**config.mk**
```make
export PLATFORM = sky130hd
export DESIGN_NAME = ahb_burst_arbiter
export DESIGN_NICKNAME = d
export VERILOG_FILES = /design/src/rtl/ahb_burst_arbiter.sv
export SDC_FILE = /design/constraint.sdc
export NUM_CORES = 1
export LEC_CHECK = 0
export BUFFER_PORTS_ARGS = -buffer_cell sky130_fd_sc_hd__clkbuf_2
export CAP_MARGIN = 0
export CORE_MARGIN = 2
export CORE_UTILIZATION = 35
export CTS_CLUSTER_DIAMETER = 60
export DETAILED_ROUTE_END_ITERATION = 8
export GPL_TIMING_DRIVEN = 0
export PLACE_DENSITY = 0.55
export SETUP_SLACK_MARGIN = 0.02
export SYNTH_ARGS = -nofsm -noshare
export SYNTH_HDL_FRONTEND = slang
export SYNTH_SLANG_ARGS = --single-unit
```
**constraint.sdc**
```tcl
create_clock -name clk -period 3.23 [get_ports clk]
set_input_delay 0.323 -clock clk [delete_from_list [all_inputs] [get_ports clk]]
set_output_delay 0.323 -clock clk [all_outputs]
set_load 0.01 [all_outputs]
```
**src/rtl/ahb_burst_arbiter.sv**
```systemverilog
// Four-master round-robin AHB arbiter. Holds the grant across fixed bursts, INCR bursts and
// locked sequences, and pipelines HMASTER / HMASTLOCK / data-phase owner on HREADY.
module ahb_burst_arbiter #(
  parameter int unsigned DEF_MASTER  = 0,
  parameter int unsigned NUM_BEATS_W = 4
) (
  input  logic       clk,
  input  logic       reset,
  input  logic       enable,
  input  logic       r0,
  input  logic       r1,
  input  logic       r2,
  input  logic       r3,
  input  logic [3:0] lock,
  input  logic       hready,
  input  logic [1:0] htrans,
  input  logic [2:0] hburst,
  output logic       gr0,
  output logic       gr1,
  output logic       gr2,
  output logic       gr3,
  output logic [1:0] hmaster,
  output logic [1:0] hmaster_d,
  output logic       hmastlock
);

  localparam logic [1:0] DefIdx      = 2'(DEF_MASTER);
  localparam logic [1:0] TransIdle   = 2'b00;
  localparam logic [1:0] TransNonseq = 2'b10;
  localparam logic [1:0] TransSeq    = 2'b11;

  typedef enum logic [1:0] {StArb, StBurst, StIncr, StLocked} state_e;

  state_e                 state_q, state_d;
  logic [NUM_BEATS_W-1:0] cnt_q, cnt_d;
  logic [3:0]             grant_q, grant_d, req;
  logic [1:0]             ptr_q, ptr_d, grant_idx, rr_winner, cand;
  logic [1:0]             hmaster_q, hmaster_dph_q;
  logic                   hmastlock_q, rr_found;
  logic                   owner_req, owner_lock, nonseq_acc, seq_acc, term_acc;

  assign req        = {r3, r2, r1, r0};
  assign owner_req  = req[hmaster_q];
  assign owner_lock = lock[hmaster_q];
  assign nonseq_acc = hready && (htrans == TransNonseq);
  assign seq_acc    = hready && (htrans == TransSeq);
  assign term_acc   = hready && ((htrans == TransIdle) || (htrans == TransNonseq));

  always_comb begin
    grant_idx = 2'd0;
    for (int i = 0; i < 4; i++) begin
      if (grant_q[i]) grant_idx = 2'(i);
    end
  end

  // Search ptr+1, ptr+2, ptr+3, then ptr itself; park on the default master when idle.
  always_comb begin
    rr_found  = 1'b0;
    rr_winner = DefIdx;
    cand      = 2'd0;
    for (int k = 1; k <= 4; k++) begin
      cand = ptr_q + 2'(k);
      if (!rr_found && req[cand]) begin
        rr_found  = 1'b1;
        rr_winner = cand;
      end
    end
  end

  always_comb begin
    state_d = state_q;
    cnt_d   = cnt_q;
    unique case (state_q)
      StArb: begin
        if (nonseq_acc) begin
          if (owner_lock) begin
            state_d = StLocked;
          end else begin
            case (hburst)
              3'b001:         state_d = StIncr;
              3'b010, 3'b011: begin state_d = StBurst; cnt_d = NUM_BEATS_W'(3);  end
              3'b100, 3'b101: begin state_d = StBurst; cnt_d = NUM_BEATS_W'(7);  end
              3'b110, 3'b111: begin state_d = StBurst; cnt_d = NUM_BEATS_W'(15); end
              default:        state_d = StArb;
            endcase
          end
        end
      end
      StBurst: begin
        // BUSY beats and wait states leave the counter alone.
        if (seq_acc) begin
          if (cnt_q == NUM_BEATS_W'(1)) begin
            state_d = StArb;
            cnt_d   = '0;
          end else begin
            cnt_d = cnt_q - NUM_BEATS_W'(1);
          end
        end else if (term_acc) begin
          state_d = StArb;
          cnt_d   = '0;
        end
      end
      StIncr: begin
        if (!owner_req || term_acc) state_d = StArb;
      end
      StLocked: begin
        if (!owner_lock && hready) state_d = StArb;
      end
      default: state_d = StArb;
    endcase
  end

  // Re-arbitrate only in cycles that end in ARB, so a release and a new grant share a cycle.
  always_comb begin
    grant_d = grant_q;
    ptr_d   = ptr_q;
    if (enable && (state_d == StArb)) begin
      grant_d = 4'b0001 << rr_winner;
      if (rr_found) ptr_d = rr_winner;
    end
  end

  always_ff @(posedge clk) begin
    if (reset) begin
      state_q       <= StArb;
      cnt_q         <= '0;
      grant_q       <= 4'b0001 << DefIdx;
      ptr_q         <= DefIdx;
      hmaster_q     <= DefIdx;
      hmaster_dph_q <= DefIdx;
      hmastlock_q   <= 1'b0;
    end else begin
      state_q <= state_d;
      cnt_q   <= cnt_d;
      grant_q <= grant_d;
      ptr_q   <= ptr_d;
      if (hready) begin
        hmaster_q     <= grant_idx;
        hmaster_dph_q <= hmaster_q;
        hmastlock_q   <= lock[grant_idx];
      end
    end
  end

  assign {gr3, gr2, gr1, gr0} = grant_q;
  assign hmaster              = hmaster_q;
  assign hmaster_d            = hmaster_dph_q;
  assign hmastlock            = hmastlock_q;

endmodule

```
# ---- Yosys cells after proc, flatten, opt, wreduce, memory -nomap -nowiden
# Index checks and enable logic that the tools add are counted.
dict set report op_classes {
  n_addsub 4
  n_mul 0
  n_div 0
  magnitude_cmp 6
  n_eq_ne 17
  n_shift 1
  mux 41
  bitwise_logic 0
  n_reduce_logical 25
}
# op count
set ops {}
lappend ops {{two-way mux 2 bit} 13}
lappend ops {{two-way mux 4 bit} 5}
lappend ops {{less-than comparator 2 x 3 -> 1 bit (second input constant)} 6}
lappend ops {{binary-select mux 1 bit (select 2 bit)} 7}
lappend ops {{== test 3 bit (second input constant)} 4}
lappend ops {{two-way mux 1 bit} 12}
lappend ops {{case mux 4 bit (3 select lines)} 1}
lappend ops {{== test 2 bit (second input constant)} 4}
lappend ops {{logical AND 1 bit} 8}
lappend ops {{case mux 2 bit (4 select lines)} 1}
lappend ops {{case mux 4 bit (2 select lines)} 1}
lappend ops {{== test 3 x 2 -> 1 bit (second input constant)} 2}
lappend ops {{logical NOT 2 bit} 3}
lappend ops {{OR reduction 2 bit} 3}
lappend ops {{OR reduction 6 bit} 1}
lappend ops {{logical NOT 1 bit} 5}
lappend ops {{AND reduction 5 bit} 1}
lappend ops {{adder 2 bit (second input constant)} 2}
lappend ops {{== test 4 x 1 -> 1 bit (second input constant)} 1}
lappend ops {{!= test 2 bit (second input constant)} 2}
lappend ops {{!= test 4 x 1 -> 1 bit (second input constant)} 1}
lappend ops {{case mux 2 bit (2 select lines)} 1}
lappend ops {{left shift 1 x 2 -> 4 bit (first input constant)} 1}
lappend ops {{subtractor 4 x 1 -> 4 bit (second input constant)} 1}
lappend ops {{7 further kinds} 8}
dict set report word_totals {
  regBits 17
  latchBits 0
  mem_bits_rw 0
  romBits 0
  inputBits 17
  word_cells 101
  memories 0
}

# ---- Longest topological paths before layout
# Gate-level depths: netlist of the first run.
dict set report logic_depth {
  word_depth 14
  ltp_mapped 8
  mapped_depth_nobuf 7
}

# ---- Worst setup path after synthesis of the first run
# Ideal clock, no wire load.
dict set report synth_path {
  path_type {flip-flop to flip-flop}
  startpoint {register cnt_q[1]}
  endpoint {register grant_q[3]}
  arrival_time_ns 2.042
  required_ns 3.109
  path_slack_ns 1.067
  path_stages_with_launch 9
  path_buffers 1
  synth_period_minus_slack_ns 2.163
  path_cell_list {dfxtp_1 > inv_1 > ha_1 > or3b_4 > a2111oi_0 > a211oi_1 > and4b_1 > buf_6 > mux2_4}
}
dict set report synth_between {
  elab_chain_cells 6
}
# item line
set synth_rtl {}
lappend synth_rtl {{start: declaration} 35} ;# logic [NUM_BEATS_W-1:0] cnt_q, cnt_d;
lappend synth_rtl {{start signal: assignment} 134} ;# cnt_q <= cnt_d;
lappend synth_rtl {{== test 4 x 1 -> 1 bit} 92} ;# if (cnt_q == NUM_BEATS_W'(1)) begin
lappend synth_rtl {{two-way mux 2 bit} 92}
lappend synth_rtl {{two-way mux 2 bit} 91} ;# if (seq_acc) begin
lappend synth_rtl {{case mux 2 bit (4 select lines)} 73} ;# unique case (state_q)
lappend synth_rtl {{logical NOT 2 bit} 117} ;# if (enable && (state_d == StArb)) begin
lappend synth_rtl {{logical AND 1 bit} 117}
lappend synth_rtl {{end signal: assignment} 127} ;# grant_q <= 4'b0001 << DefIdx;
lappend synth_rtl {{end signal: assignment} 135} ;# grant_q <= grant_d;
lappend synth_rtl {{end: declaration} 36} ;# logic [3:0] grant_q, grant_d, req;
# No other way between the ends.
# A chain may end at the register's enable or synchronous reset.

# ---- Final worst setup path of the first run
# Same ends and word-level chain as after synthesis.

==> results of run 1 <==
## logic make-up (layout without fill, tap and decap cells)
logic type      count (synthesis)  in the layout  share of synthesized area, %
compound gates                 33             33                          19.8
fa+ha+maj                       5              5                          5.35
buf+inv                        15             44                          6.75
flops                          17             17                          29.1
mux                            12             12                          13.5
simple gates                   53             53                          25.5
## critical path: cells and delay by family (launching register included)
kind,cells,cell delay (ns)
compound gates,2,0.63
flops,1,0.33
buf+inv,2,0.22
simple gates,2,0.68
mux,1,0.29
fa+ha+maj,1,0.14
## sequential cells by signal, indices dropped and copies added, names as in the netlist
name and cells:
cnt_q 4, hmastlock 1, ptr_q 2, hmaster_d 2
grant_q 4, hmaster 2, state_q 2
## power by group through the flow
stage / clock [mW] / sequential (mW) / combinational [mW]
after floorplan: 0 / 0.244 / 0.0891
after global placement: 0 / 0.243 / 0.131
after detailed placement: 0 / 0.243 / 0.134
after CTS: 0.121 / 0.239 / 0.134
after global routing: 0.133 / 0.241 / 0.149
final: 0.116 / 0.239 / 0.133
## synthesized netlist by cell type
cell type,number
mux4_2,1
a211oi_1,7
ha_1,5
o21a_1,1
nor3b_1,1
nand4_1,1
a21oi_1,6
buf_6,3
and2b_1,2
nand2_1,8
o22ai_1,1
o32ai_1,1
mux4_1,1
o211ai_1,1
and3_1,1
nor2_1,14
a2111oi_0,1
or2b_1,1
inv_1,10
o22a_1,1
clkbuf_1,2
mux2_2,3
dfxtp_1,17
a311oi_1,1
mux2_4,1
o2bb2ai_1,1
o211ai_2,1
o311a_2,1
nor2b_1,4
o2111ai_1,1
mux2i_1,6
nor3_1,5
and4b_1,1
nor3b_2,1
o32a_2,1
or3b_2,2
o21ai_0,8
nand3_1,1
or3b_4,1
nand2b_1,9
nor4bb_1,1
## metal layers
metal | GRT usage, % | up-vias | share of wire [%]
li1 | - | 545 | -
met1 | 16.7 | 498 | 44
met2 | 28.7 | 11 | 53
met3 | 4.35 | 0 | 2.7
met4 | 2.74 | 0 | 0
met5 | 0 | - | 0
## final timing paths
| path | cells past startpoint | slack, ns | end |
|---|---|---|---|
| setup / recovery | 8 | 0.84 | grant_q[3]$_SDFFE_PP0P_ |
| hold / removal | 3 | 0.38 | grant_q[1]$_SDFFE_PP0P_ |
| setup reg to reg | 8 | 0.84 | grant_q[3]$_SDFFE_PP0P_ |
| hold reg to reg | 2 | 0.49 | hmaster_d[1]$_SDFFE_PP0P_ |
## layout make-up
| class | count | share of cell area [%] |
|---|---|---|
| Tap cell | 44 | 4.00 |
| Buffer | 5 | 3.00 |
| Inverter | 10 | 2.73 |
| Clock buffer | 3 | 1.64 |
| Clock inverter | 1 | 0.364 |
| Multi-Input combinational cell | 103 | 54.5 |
| Sequential cell | 17 | 24.7 |
| Timing Repair Buffer | 25 | 9.09 |
==> reports/qor.yml, run 1 <==
timing:
  holdWs_ns: 0.382
  setup_viol: 0
  report.final.hold_viol_count: 0
  drv_slew: 0
  tns_ns: 0
  rsz0062_at_grt: "no"
  worstMarginPinSlew_ns: 0.552
  setup_ws_ns: 0.844
  layout_min_cycle_time_ns: 2.39
  clock_skew_ns: 0.00277
  relSlewSlack_pct: 62.7
  min_period_over_period_pct: 73.9
  max_freq_mhz: 419
layout:
  instances_no_fill: 208
  layout.nets: 187
  multi_input_area_um2: 749
  n_antenna_cell: 0
  syn_to_final_growth_pct: 17.8
  seq_area_um2: 340
  design_area_mm2: 0.00138
  layout.cells.most_common: "clkbuf_2"
  drive_gt1_share_pct: 26.8
  final_core_util_pct: 44.4
  final_cell_mix: "25 x clkbuf_2, 17 x dfxtp_1, 14 x nor2_1"
  fillers: 344
die:
  fp-row-count: 20
  die-area_mm2: 0.00382
  initial_core_util_pct: 37.7
  core_area_mm2: 0.00310
  die-width_um: 61.8
  die_y_um: 61.8
  ios: 26
power_and_ir_drop:
  finalPower_mw: 0.487
  p_leak_nw: 0.561
  switching_share_pct: 31.1
  switchingPower_mw: 0.151
  p_int_mw: 0.336
  pwr-share-clk_pct: 23.7
  seqPwrFrac_pct: 49.0
  power.density_mw_per_mm2: 354
  peakVddDrop_v: 0.000297
  power_frac_comb_pct: 27.2
clock_network:
  htreeDepth: 1
  clk_path_buf_depth: 2
  cts.sinks: 17
  cts-root-buf: "clkbuf_4"
  cts_tree: "yes"
  clk_latency_ns: 0.29
  post_cts_buffers: 0
  hold_buffers: 0
  post_cts_resized: 0
  cts_made_buffers: 3
  clk_pin_slew_worst_paths_ns: 0.10
logic_synthesis:
  ys_warn_count: 0
  yosysTopAreaCell: "dfxtp_1"
  synthCells: 135
  yosys-top-cells-area: "dfxtp_1 29%, ha_1 5.4%, mux2i_1 5.1%, nand2b_1 4.8%, a211oi_1 4.5%"
  syn-cell-area_mm2: 0.00117
  ys_ff_latch: 17
  yosysUniqueCellTypes: 41
  yosysSeqAreaShare_pct: 29.1
  yosys.area.top_type_share_pct: 29.1
  synth_nets: 157
  avgSynthCellArea_um2: 8.66
setup_path:
  cp-startpoint: "cnt_q[1]$_SDFFE_PP0P_"
  rr_startpoint: "cnt_q[1]$_SDFFE_PP0P_"
  cp_slowest_cell: "a2111oi_0"
  cp.arrival_ns: 2.58
  crit_path_max_fanout: 5
  cp-start-kind: "flip-flop"
  slowest_delay_ns: 0.47
  cp.required_ns: 3.42
  crit_chain: "inv_1 > ha_1 > or3b_4 > a2111oi_0 > a211oi_1 > and4b_1 > buf_6 > mux2_4"
  cp-end-kind: "flip-flop"
  path_class: "reg -> reg"
grt:
  grt_use_total_pct: 15.1
  grt_pass1_wl_mm: 4.28
  grt_max_degree: 11
  antenna_found_initial: 0
  first_global_vias: 1002
  grt_overflow: 0
routing:
  drc: 0
  ant_nets: 0
  via_count: 1054
  wl_mm: 2.59
  drt_iter0_drc: 41
  first_pass_iters: 4
  via_per_inst: 5.07
  routedWlPerCell_um: 12.5
place:
  numPortBuffers: 25
  dp_slack_ns: 0.864
  place_area_mm2: 0.00135
  dp.cells: 204
  gp_congestion: 0.765
  dp_hpwl_mm: 2.08
outcome:
  status: "complete, no violations"
worst_hold_path:
  min_from: "reset"
  hold_class: "in -> reg"
run:
  drv_cap: 0
(Power assumes the default switching activity.)
==> inputs of run 2 (changes only) <==
==> constraint.sdc (replaced) <==
create_clock -name clk -period 2.4 [get_ports clk]
set_input_delay 0.24 -clock clk [delete_from_list [all_inputs] [get_ports clk]]
set_output_delay 0.24 -clock clk [all_outputs]
set_load 0.01 [all_outputs]
==> reports/qor.yml, run 2 (synthesis gave the netlist of run 1 again) <==
timing:
  tns_ns: 0  # unchanged
  layout_min_cycle_time_ns: 2.23  # -0.158 ns
  worstMarginPinSlew_ns: 0.536  # -0.0157 ns
  rsz0062_at_grt: "no"
  max_freq_mhz: 449  # +7.1%
  drv_slew: 0  # unchanged
  min_period_over_period_pct: 92.8  # +19 points
  setup_ws_ns: 0.173  # -0.672 ns
  relSlewSlack_pct: 63.8  # +1.1 points
  setup_viol: 0  # unchanged
  clock_skew_ns: 0.00800  # +0.00523 ns
  report.final.hold_viol_count: 0  # unchanged
grt:
  grt_pass1_wl_mm: 4.28  # unchanged
  antenna_found_initial: 0  # unchanged
  grt_use_total_pct: 15.1  # unchanged
  first_global_vias: 1002  # unchanged
  grt_max_degree: 11  # unchanged
  grt_overflow: 0  # unchanged
place:
  dp_slack_ns: 0.0338  # -0.830 ns
  place_area_mm2: 0.00135  # unchanged
  dp_hpwl_mm: 2.08  # unchanged
  gp_congestion: 0.765  # unchanged
  dp.cells: 204  # unchanged
  numPortBuffers: 25  # unchanged
layout:
  layout.nets: 187  # unchanged
  design_area_mm2: 0.00140  # +1.7%
  layout.cells.most_common: "clkbuf_2"
  final_cell_mix: "25 x clkbuf_2, 17 x dfxtp_1, 14 x nor2_1"
  n_antenna_cell: 0  # unchanged
  syn_to_final_growth_pct: 19.8
  instances_no_fill: 208  # unchanged
  drive_gt1_share_pct: 28.0  # +1.2 points
  reg_top3: "cnt_q: 4 flops, grant_q: 4 flops"
clock_network:
  clk_path_buf_depth: 2  # unchanged
  post_cts_resized: 0  # unchanged
  cts_made_buffers: 3  # unchanged
  cts-root-buf: "clkbuf_4"
  post_cts_buffers: 0  # unchanged
  clk_latency_ns: 0.29  # about the same
  cts.sinks: 17  # unchanged
  clk_pin_slew_worst_paths_ns: 0.11  # about the same
  cts_tree: "yes"
  htreeDepth: 1  # unchanged
  hold_buffers: 0  # unchanged
setup_path:
  timing.rr.end: "grant_q[3]$_SDFFE_PP0P_"
  cp-end-kind: "flip-flop"
  r2r_slack_ns: 0.17  # -0.67 ns
  rr_startpoint: "cnt_q[1]$_SDFFE_PP0P_"
  crit_chain: "inv_1 > ha_1 > or3b_4 > a2111oi_4 > a211oi_2 > and4b_1 > buf_6 > mux2_4"
  cp.arrival_ns: 2.42  # -0.16 ns
  path_class: "reg -> reg"
  cp-start-kind: "flip-flop"
  crit_path_max_fanout: 5  # unchanged
  slowest_delay_ns: 0.40  # -0.07 ns
  rr_worst_depth: 8  # unchanged
  cp.required_ns: 2.59  # -0.83 ns
  cp_slowest_cell: "or3b_4"
die:
  die_y_um: 61.8  # unchanged
  fp-row-count: 20  # unchanged
  die-area_mm2: 0.00382  # unchanged
  die-width_um: 61.8  # unchanged
  core_area_mm2: 0.00310  # unchanged
  initial_core_util_pct: 37.7  # unchanged
  ios: 26  # unchanged
routing:
  via_per_inst: 5.10  # +0.66%
  drc: 0  # unchanged
  routedWlPerCell_um: 12.3  # -1.1%
  drt_iter0_drc: 42  # +2.4%
  first_pass_iters: 4  # unchanged
  ant_nets: 0  # unchanged
  wl_mm: 2.57  # -1.1%
  via_count: 1061  # +0.66%
run:
  drv_cap: 0  # unchanged
power_and_ir_drop:
  finalPower_mw: 0.660  # +35%
  p_leak_nw: 0.565  # +0.73%
  peakVddDrop_v: 0.000403  # +36%
  power.density_mw_per_mm2: 471  # +33%
worst_hold_path:
  holdPathEnd: "ptr_q[0]$_SDFFE_PP0P_"
  min_from: "enable"
  hold_depth: 4  # +1
  hold_class: "in -> reg"
outcome:
  status: "complete, no violations"
-- run 2: cell counts in the layout (fill, tap and decap cells not counted) --
No cell type changed its count.
-- run 2: power breakdown --
part           switching (mW)  internal [mW]  total (mW)
registers              0.0197          0.302       0.322
clock network          0.0932         0.0619       0.155
logic                  0.0925         0.0903       0.183
-- run 2: critical path, delay by kind of cell, from the launching register on --
| family | cells | cell delay (ns) |
|---|---|---|
| flip-flops | 1 | 0.32 |
| AO/OA/AOI/OAI | 2 | 0.47 |
| buffers and inverters | 2 | 0.22 |
| AND/OR/NAND/NOR | 2 | 0.68 |
| adder cells (fa/ha/maj) | 1 | 0.14 |
| multiplexers | 1 | 0.29 |
-- run 2: metrics by stage --
stage          util (%)  hold slack [ns]
6_report           45.1            0.297
5_1_grt            45.1            0.298
4_1_cts            44.4            0.291
3_5_place_dp       43.5            0.468
3_3_place_gp       43.5            0.468
2_1_floorplan         -            0.426
-- run 2: cell type report --
cell class	count	area, µm²
Buffer	5	41.3
Timing Repair Buffer	25	125
Sequential cell	17	340
Multi-Input combinational cell	103	773
Clock buffer	3	22.5
Fill cell	340	1700
Clock inverter	1	5.00
Tap cell	44	55.1
Inverter	10	37.5
-- run 2: how the worst max path moves through the flow --
stage	start	to	depth (start not counted)
finish	cnt_q[1]$_SDFFE_PP0P_	grant_q[3]$_SDFFE_PP0P_	8
global route	cnt_q[1]$_SDFFE_PP0P_	grant_q[3]$_SDFFE_PP0P_	8
CTS	cnt_q[1]$_SDFFE_PP0P_	grant_q[3]$_SDFFE_PP0P_	8
detailed placement	cnt_q[1]$_SDFFE_PP0P_	grant_q[3]$_SDFFE_PP0P_	8
global placement	cnt_q[1]$_SDFFE_PP0P_	grant_q[3]$_SDFFE_PP0P_	8
floorplan	cnt_q[1]$_SDFFE_PP0P_	grant_q[3]$_SDFFE_PP0P_	8
-- run 2: metal layers --
metal,global-route usage [%],up-vias,routed length (µm)
met1,16.7,507,1120
met2,28.7,11,1380
met3,4.35,0,71
met5,0,-,0
li1,-,543,-
met4,2.74,0,0
